$ cat src/rtl/param_sync_fifo.sv
// Parametrised single-clock FIFO, valid/ready on both sides, first-word-fall-through read.
// Optional `level` output port is enabled by defining PARAM_FIFO_LEVEL_EN.
module param_sync_fifo #(
  parameter int WIDTH    = 8,
  parameter int DEPTH    = 4,
  parameter int AF_LEVEL = 3,
  parameter int AE_LEVEL = 1
) (
  input  logic                       clk,
  input  logic                       rst_n,
  input  logic                       wr_valid,
  output logic                       wr_ready,
  input  logic [WIDTH-1:0]           wr_data,
  output logic                       rd_valid,
  input  logic                       rd_ready,
  output logic [WIDTH-1:0]           rd_data,
  output logic                       almost_full,
  output logic                       almost_empty
`ifdef PARAM_FIFO_LEVEL_EN
  ,
  output logic [$clog2(DEPTH+1)-1:0] level
`endif
);

  localparam int PW = (DEPTH > 1) ? $clog2(DEPTH) : 1;
  localparam int CW = $clog2(DEPTH + 1);

  localparam logic [PW-1:0] LAST_PTR = PW'(DEPTH - 1);
  localparam logic [PW-1:0] ONE_PTR  = PW'(1);
  localparam logic [CW-1:0] FULL_CNT = CW'(DEPTH);
  localparam logic [CW-1:0] AF_CNT   = CW'(AF_LEVEL);
  localparam logic [CW-1:0] AE_CNT   = CW'(AE_LEVEL);
  localparam logic [CW-1:0] ONE_CNT  = CW'(1);

  if (WIDTH < 1) begin : g_chk_width
    $error("param_sync_fifo: WIDTH must be >= 1");
  end
  if (DEPTH < 2) begin : g_chk_depth
    $error("param_sync_fifo: DEPTH must be >= 2");
  end
  if ((AF_LEVEL < 1) || (AF_LEVEL > DEPTH)) begin : g_chk_af
    $error("param_sync_fifo: AF_LEVEL must be in [1, DEPTH]");
  end
  if ((AE_LEVEL < 0) || (AE_LEVEL >= DEPTH)) begin : g_chk_ae
    $error("param_sync_fifo: AE_LEVEL must be in [0, DEPTH-1]");
  end

  logic [WIDTH-1:0] r_mem [DEPTH];
  logic [PW-1:0]    r_wr_ptr;
  logic [PW-1:0]    r_rd_ptr;
  logic [CW-1:0]    r_count;
  logic [PW-1:0]    w_wr_ptr_next;
  logic [PW-1:0]    w_rd_ptr_next;
  logic             w_push;
  logic             w_pop;

  // Handshake outputs decode registered state only; rst_n gating forces the reset view.
  assign wr_ready     = rst_n & (r_count != FULL_CNT);
  assign rd_valid     = rst_n & (r_count != '0);
  assign almost_full  = rst_n & (r_count >= AF_CNT);
  assign almost_empty = ~rst_n | (r_count <= AE_CNT);
  assign rd_data      = rd_valid ? r_mem[r_rd_ptr] : '0;

`ifdef PARAM_FIFO_LEVEL_EN
  assign level = rst_n ? r_count : '0;
`endif

  assign w_push = wr_valid & wr_ready;
  assign w_pop  = rd_valid & rd_ready;

  // Compare-and-wrap keeps non-power-of-two depths inside [0, DEPTH-1].
  assign w_wr_ptr_next = (r_wr_ptr == LAST_PTR) ? '0 : r_wr_ptr + ONE_PTR;
  assign w_rd_ptr_next = (r_rd_ptr == LAST_PTR) ? '0 : r_rd_ptr + ONE_PTR;

  always_ff @(posedge clk) begin
    if (w_push) begin
      r_mem[r_wr_ptr] <= wr_data;
    end
  end

  always_ff @(posedge clk) begin
    if (!rst_n) begin
      r_wr_ptr <= '0;
      r_rd_ptr <= '0;
      r_count  <= '0;
    end else begin
      if (w_push) begin
        r_wr_ptr <= w_wr_ptr_next;
      end
      if (w_pop) begin
        r_rd_ptr <= w_rd_ptr_next;
      end
      case ({w_push, w_pop})
        2'b10:   r_count <= r_count + ONE_CNT;
        2'b01:   r_count <= r_count - ONE_CNT;
        default: r_count <= r_count;
      endcase
    end
  end

endmodule

$ cat config.mk
export PLATFORM = sky130hd
export DESIGN_NAME = param_sync_fifo
export DESIGN_NICKNAME = d
export VERILOG_FILES = /design/src/rtl/param_sync_fifo.sv
export SDC_FILE = /design/constraint.sdc
export NUM_CORES = 1
export LEC_CHECK = 0
export BUFFER_PORTS_ARGS = -buffer_cell sky130_fd_sc_hd__buf_4
export CORE_AREA = 3 3 82 45
export CTS_BUF_LIST = sky130_fd_sc_hd__clkbuf_4 sky130_fd_sc_hd__clkbuf_8
export DETAILED_ROUTE_END_ITERATION = 8
export DIE_AREA = 0 0 85 48
export MAX_ROUTING_LAYER = met4
export PLACE_DENSITY = 0.88
export RECOVER_POWER = 100
export SLEW_MARGIN = 20
export SYNTH_ARGS = -nofsm -noshare
export SYNTH_HDL_FRONTEND = slang
export SYNTH_SLANG_ARGS = --single-unit
export TNS_END_PERCENT = 1
$ cat constraint.sdc
create_clock -name clk -period 2.7 [get_ports clk]
set_clock_uncertainty 0.2 [all_clocks]
set_input_delay 0.54 -clock clk [delete_from_list [all_inputs] [get_ports clk]]
set_output_delay 0.54 -clock clk [all_outputs]
set_load 0.02 [all_outputs]
== Word level (Yosys, flattened, before mapping) ==
Memory sizes are Yosys's and may differ from the RTL's. A register that Yosys moved wholly into a read port is not among the register bits.
Index checks and enable logic that the tools add are counted.
Storage, ports and cells
  memory bits (writable): 32
  output and inout port bits: 12
  input bits: 12
  logic and storage cells: 32
  register bits: 7
  memories: 1
Cells by class
  reduce and logical (&&, ||, !) cells: 2
  equal/unequal tests: 5
  mux-type cells: 8
  bitwise gates (word level): 7
  $lt $le $gt $ge: 2
  add/subtract/negate cells: 4
Memory list
  r_mem: depth 4, width 8, rd ports 1, clocked after Yosys merged registers in 1, write ports 1, RTL line 48  | logic [WIDTH-1:0] r_mem [DEPTH];
Operator list (number)
  two-way mux 2 bit: 4
  two-way mux 8 bit: 1
  == test 2 bit (second input constant): 3
  case mux 3 bit (2 select lines): 1
  bitwise AND 1 bit: 5
  adder 2 x 1 -> 2 bit (second input constant): 2
  adder 3 x 1 -> 3 bit (second input constant): 1
  greater-or-equal comparator 3 x 2 -> 1 bit (second input constant): 1
  <= comparator 3 x 1 -> 1 bit (second input constant): 1
  inequality test 3 bit (second input constant): 1
  nonzero test 3 bit: 1
  subtractor 3 x 1 -> 3 bit (second input constant): 1
  == test 2 x 1 -> 1 bit (second input constant): 1
  two-way mux 1 bit: 2
  nonzero test 2 bit: 1
  NOT 1 bit: 1
  bitwise OR 1 bit: 1

== Logic depth before layout (Yosys ltp) ==
  depth in word-level cells: 5
  depth in mapped cells: 9
  depth with buffers taken out: 9

== Least setup slack after synthesis ==
No wires, ideal clock.
  path type: reg-to-reg
  start point: register r_count[0]
  end point: register r_count[2]
  path slack: 421 ps
  period minus slack after synthesis: 2279 ps
  library setup time: 76 ps
  path buffers: 0
  stages on the path, launching flop included: 10
  data arrival time: 2003 ps
  data required time: 2424 ps
  cells stage by stage: dfxtp_1 -> inv_1 -> ha_1 -> a21boi_2 -> and2_1 -> inv_1 -> ha_1 -> nor3_1 -> a31oi_1 -> a21boi_0
Between the ends
  word-level cells in the longest chain between the ends: 5
  elaborated cells between the ends (all ways): 12
  classes of those cells: add/sub (2); eq/ne (3); mux (1); bitwise (4); reduce/logical (2)
Ends and longest elaborated chain
  from (decl): RTL line 51  | logic [CW-1:0] r_count;
  from (signal assigned): RTL line 94  | 2'b10: r_count <= r_count + ONE_CNT;
  from (signal assigned): RTL line 95  | 2'b01: r_count <= r_count - ONE_CNT;
  from (signal assigned): RTL line 96  | default: r_count <= r_count;
  inequality test 3 bit *: RTL line 58  | assign wr_ready = rst_n & (r_count != FULL_CNT);
  bitwise AND 1 bit *: RTL line 58
  via wr_ready: RTL line 12  | output logic wr_ready,
  bitwise AND 1 bit *: RTL line 68  | assign w_push = wr_valid & wr_ready;
  == test 2 x 1 -> 1 bit / == test 2 bit (equally long branches): RTL line 93  | case ({w_push, w_pop})
  case mux 3 bit (2 select lines) / nonzero test 2 bit (equally long branches)
Mark *: on every way through the listed nets, which the timed path passes. The rest lies on a longest branch.
A chain may end at the register's enable or synchronous reset.

== Worst setup path after layout ==
  start point: register r_count[0]
  end point: output port rd_data[1]
Between the ends
  word-level cells in the longest chain between the ends: 3
Ends and longest elaborated chain
  nonzero test 3 bit: RTL line 59  | assign rd_valid = rst_n & (r_count != '0);
  bitwise AND 1 bit: RTL line 59
  two-way mux 8 bit: RTL line 62  | assign rd_data = rd_valid ? r_mem[r_rd_ptr] : '0;
  to (decl): RTL line 16  | output logic [WIDTH-1:0] rd_data,
No other way between the ends.

==> run summary <==
Fillers: 221
post-synthesis cell count: 118
Worst EP required: 1960 ps
fmax: 0.404 GHz
post-synthesis sequential area ratio: 63.8%
max-slew violation count: 0
CTS tree: yes
first-pass GRT wire length: 4.53 mm
I/O Pins: 24
Top cell by count, worst path: inv_1
post-layout min period: 2470 ps
fraction of layout cells with a size suffix above 1: 16.4%
Die Footprint: 0.00408 sq mm
Top delay family on crit path: buffers and inverters
Sw Share: 23.9%
Yosys top cell area share: 53.7%
Syn Std Cell Area: 0.00179 sq mm
worst setup path class: flip-flop to output port
Setup crit end: rd_data[1]
synth top area cells: edfxtp_1 (54%), dfxtp_1 (10%), mux4_2 (10%)
WP buf/inv: 3
Net Count, Synth: 141
1st-iter DRT viols: 44
r2r endpoint: r_count[2]
count of cell types in the netlist: 26
Sw Pwr: 321 uW
Initial Util: 59.7%
Die X: 85 um
PD cells: 665 mW/mm^2
endpoints failing setup: 0
RR Startpoint: r_count[0]
Syn Area/Cell: 15.2 sq um
final setup TNS: 0 ps
Root Driver: clkbuf_8
Die Y: 48 um
total congestion overflow: 0
area of the multi-input gates: 588 sq um
crit end category: output port
CP Cell Sequence: inv_1 > ha_1 > inv_1 > o21ai_2 > nor2b_1 > clkbuf_2
Sink Count: 41
Logic pwr share: 14.3%
Reg power frac: 54.3%
Post-DRT Antenna Nets: 0
cell taking the most area after synthesis: edfxtp_1
H-tree depth: 2
slowest CP cell: o21ai_2
Area Overhead vs Synth: 12.9%
Final Non-Filler Cells: 186
total power: 1340 uW
initial antenna violation count: 0
Clock Path Buffers: 2
via count: 986
Cell Int Power: 1020 uW
core footprint: 0.00300 sq mm
total track usage: 16.4%
CP Max Fanout: 9
DR vias/cell: 5.30
routability cong.: 0.838
Yosys warnings: 0
pin count of the biggest net entering global routing: 13
nets: 168
register bit count reported by yosys: 41
total CTS buffers: 5
final instance area: 0.00202 sq mm
1st-pass router iterations: 4
Inserted Diodes: 0
drt total wl: 2.97 mm
worst skew pair latency: 290 ps
worst setup path start: r_count[0]
startpoint types: flip-flop
IO Port Bufs: 23
Crit path largest cell delay: 380 ps
period utilisation layout: 91.7%
worst hold margin: 297 ps
crit path DAT: 1730 ps
R2R Setup Slk: 270 ps
sequential cell area: 0.00114 sq mm
Post-DP Area: 0.00199 sq mm
clock-pin transition on the worst setup and hold timing paths: 70 ps
Slew @ Worst Pin: 435 ps
number of global-route vias before repair: 932
worst hold path class: flip-flop to flip-flop
WP depth: 6
final hold vios: 0
Post-DP HPWL: 2.00 mm
unrepaired setup endpoints after global routing: false
Max-Cap Viols: 0
dpl cells: 178
DRC: 0
Worst Reg-to-Reg Cells: 9
Clk pwr share: 31.5%
status: finished, final reports clean
std cell rows: 14
Peak VDD IR: 0.308 mV
P_leak: 0.000733 uW
Max-slew headroom: 71.0%
wire per inst: 16.0 um
through the flow:
stage          worst slack, ps  util (%)
3_3_place_gp               366      66.5
3_5_place_dp               329      66.5
4_1_cts                    187      69.9
6_report                   225      67.5
2_1_floorplan              421         -
5_1_grt                    108      67.5
per-layer routing:
metal  up-vias  wire length (um)  global-route usage, %  part of all wire [%]
met5         -                 0                      -                     0
met4         0                63                   10.4                   2.1
met3         7               146                   4.30                   4.9
met2        27              1500                   27.5                    50
met1       471              1270                   18.4                    43
li1        481                 -                      -                     -
kinds of logic after synthesis:
logic type | count (synthesis) | share of synthesized area, %
xor gates and xnor gates | 2 | 0.979
adders and majority gates | 11 | 7.69
muxes | 10 | 11.2
AOI/OAI and AO/OA | 12 | 4.20
buffers and inverters | 14 | 3.57
and+or+nand+nor | 28 | 8.60
DFF | 41 | 63.8
cells in the mapped netlist:
cell type / instances
a211oi_1: 1
a21boi_0: 1
a21boi_2: 1
a21oi_1: 1
a31oi_1: 1
and2_1: 3
and3_1: 4
buf_2: 1
buf_6: 1
clkbuf_2: 2
dfxtp_1: 9
edfxtp_1: 32
ha_1: 11
inv_1: 10
mux2i_1: 2
mux4_2: 8
nand2_1: 5
nand3_1: 2
nor2_1: 2
nor2b_1: 10
nor3_1: 1
o211ai_1: 1
o21ai_0: 4
o21ai_1: 2
or2_2: 1
xnor2_1: 2
repair_timing:
item / CTS / global route
endpoints found under the setup margin: 2 / 0
hold buffers: 0 / 0
resized for setup: 1 / 0
setup buffers: 0 / 0
flip-flops by register name, indices dropped and copies added (netlist names), named ones only:
name and count:
r_mem 32, r_count 3, r_rd_ptr 2, r_wr_ptr 2
power by group through the flow:
| stage | registers (uW) | clock network (uW) | logic, uW |
|---|---|---|---|
| 2_1_floorplan | 737 | 0 | 147 |
| 3_3_place_gp | 741 | 0 | 204 |
| 3_5_place_dp | 744 | 0 | 209 |
| 4_1_cts | 730 | 427 | 213 |
| 5_1_grt | 732 | 455 | 213 |
| 6_report | 730 | 423 | 192 |
worst reg2reg max path, delay by kind of cell, from the launching register on:
| kind | cells | cell delay (ps) |
|---|---|---|
| fa+ha+maj | 2 | 600 |
| flops | 1 | 430 |
| buf+inv | 2 | 170 |
| compound gates | 3 | 480 |
| simple gates | 2 | 480 |
area by class of cell:
cell class / count / area share [%]
timing repair buffer: 24 / 5.26
clock buffer: 8 / 4.83
multi-input combinational: 63 / 29.1
inverter: 10 / 1.86
sequential: 41 / 56.5
tap: 40 / 2.48
layout by cell type (no fill, tap or decap), types with 2 or more instances in the layout:
cell and count:
nor2_1 2, clkbuf_4 2, xnor2_1 2, nand3_1 2, clkbuf_8 6, edfxtp_1 32, o21ai_0 4, nand2_1 5
dfxtp_1 9, inv_1 10, clkbuf_1 19, and2_0 2, mux4_2 8, ha_1 11, nor2b_1 10, buf_4 4
mux2i_1 2, and3_1 4
worst min-delay path by stage:
stage	startpoint	slack, ps	depth (start not counted)	endpoint
floorplan	r_rd_ptr[1]	260	2	flip-flop
global placement	r_rd_ptr[1]	280	2	flip-flop
detailed placement	r_wr_ptr[1]	290	2	r_wr_ptr[1]
CTS	wr_data[7]	240	1	r_mem[0][7]
global route	wr_data[2]	330	1	r_mem[3][2]
finish	r_wr_ptr[1]	300	2	r_wr_ptr[1]
Note: power is estimated with default switching activity, not from simulation.
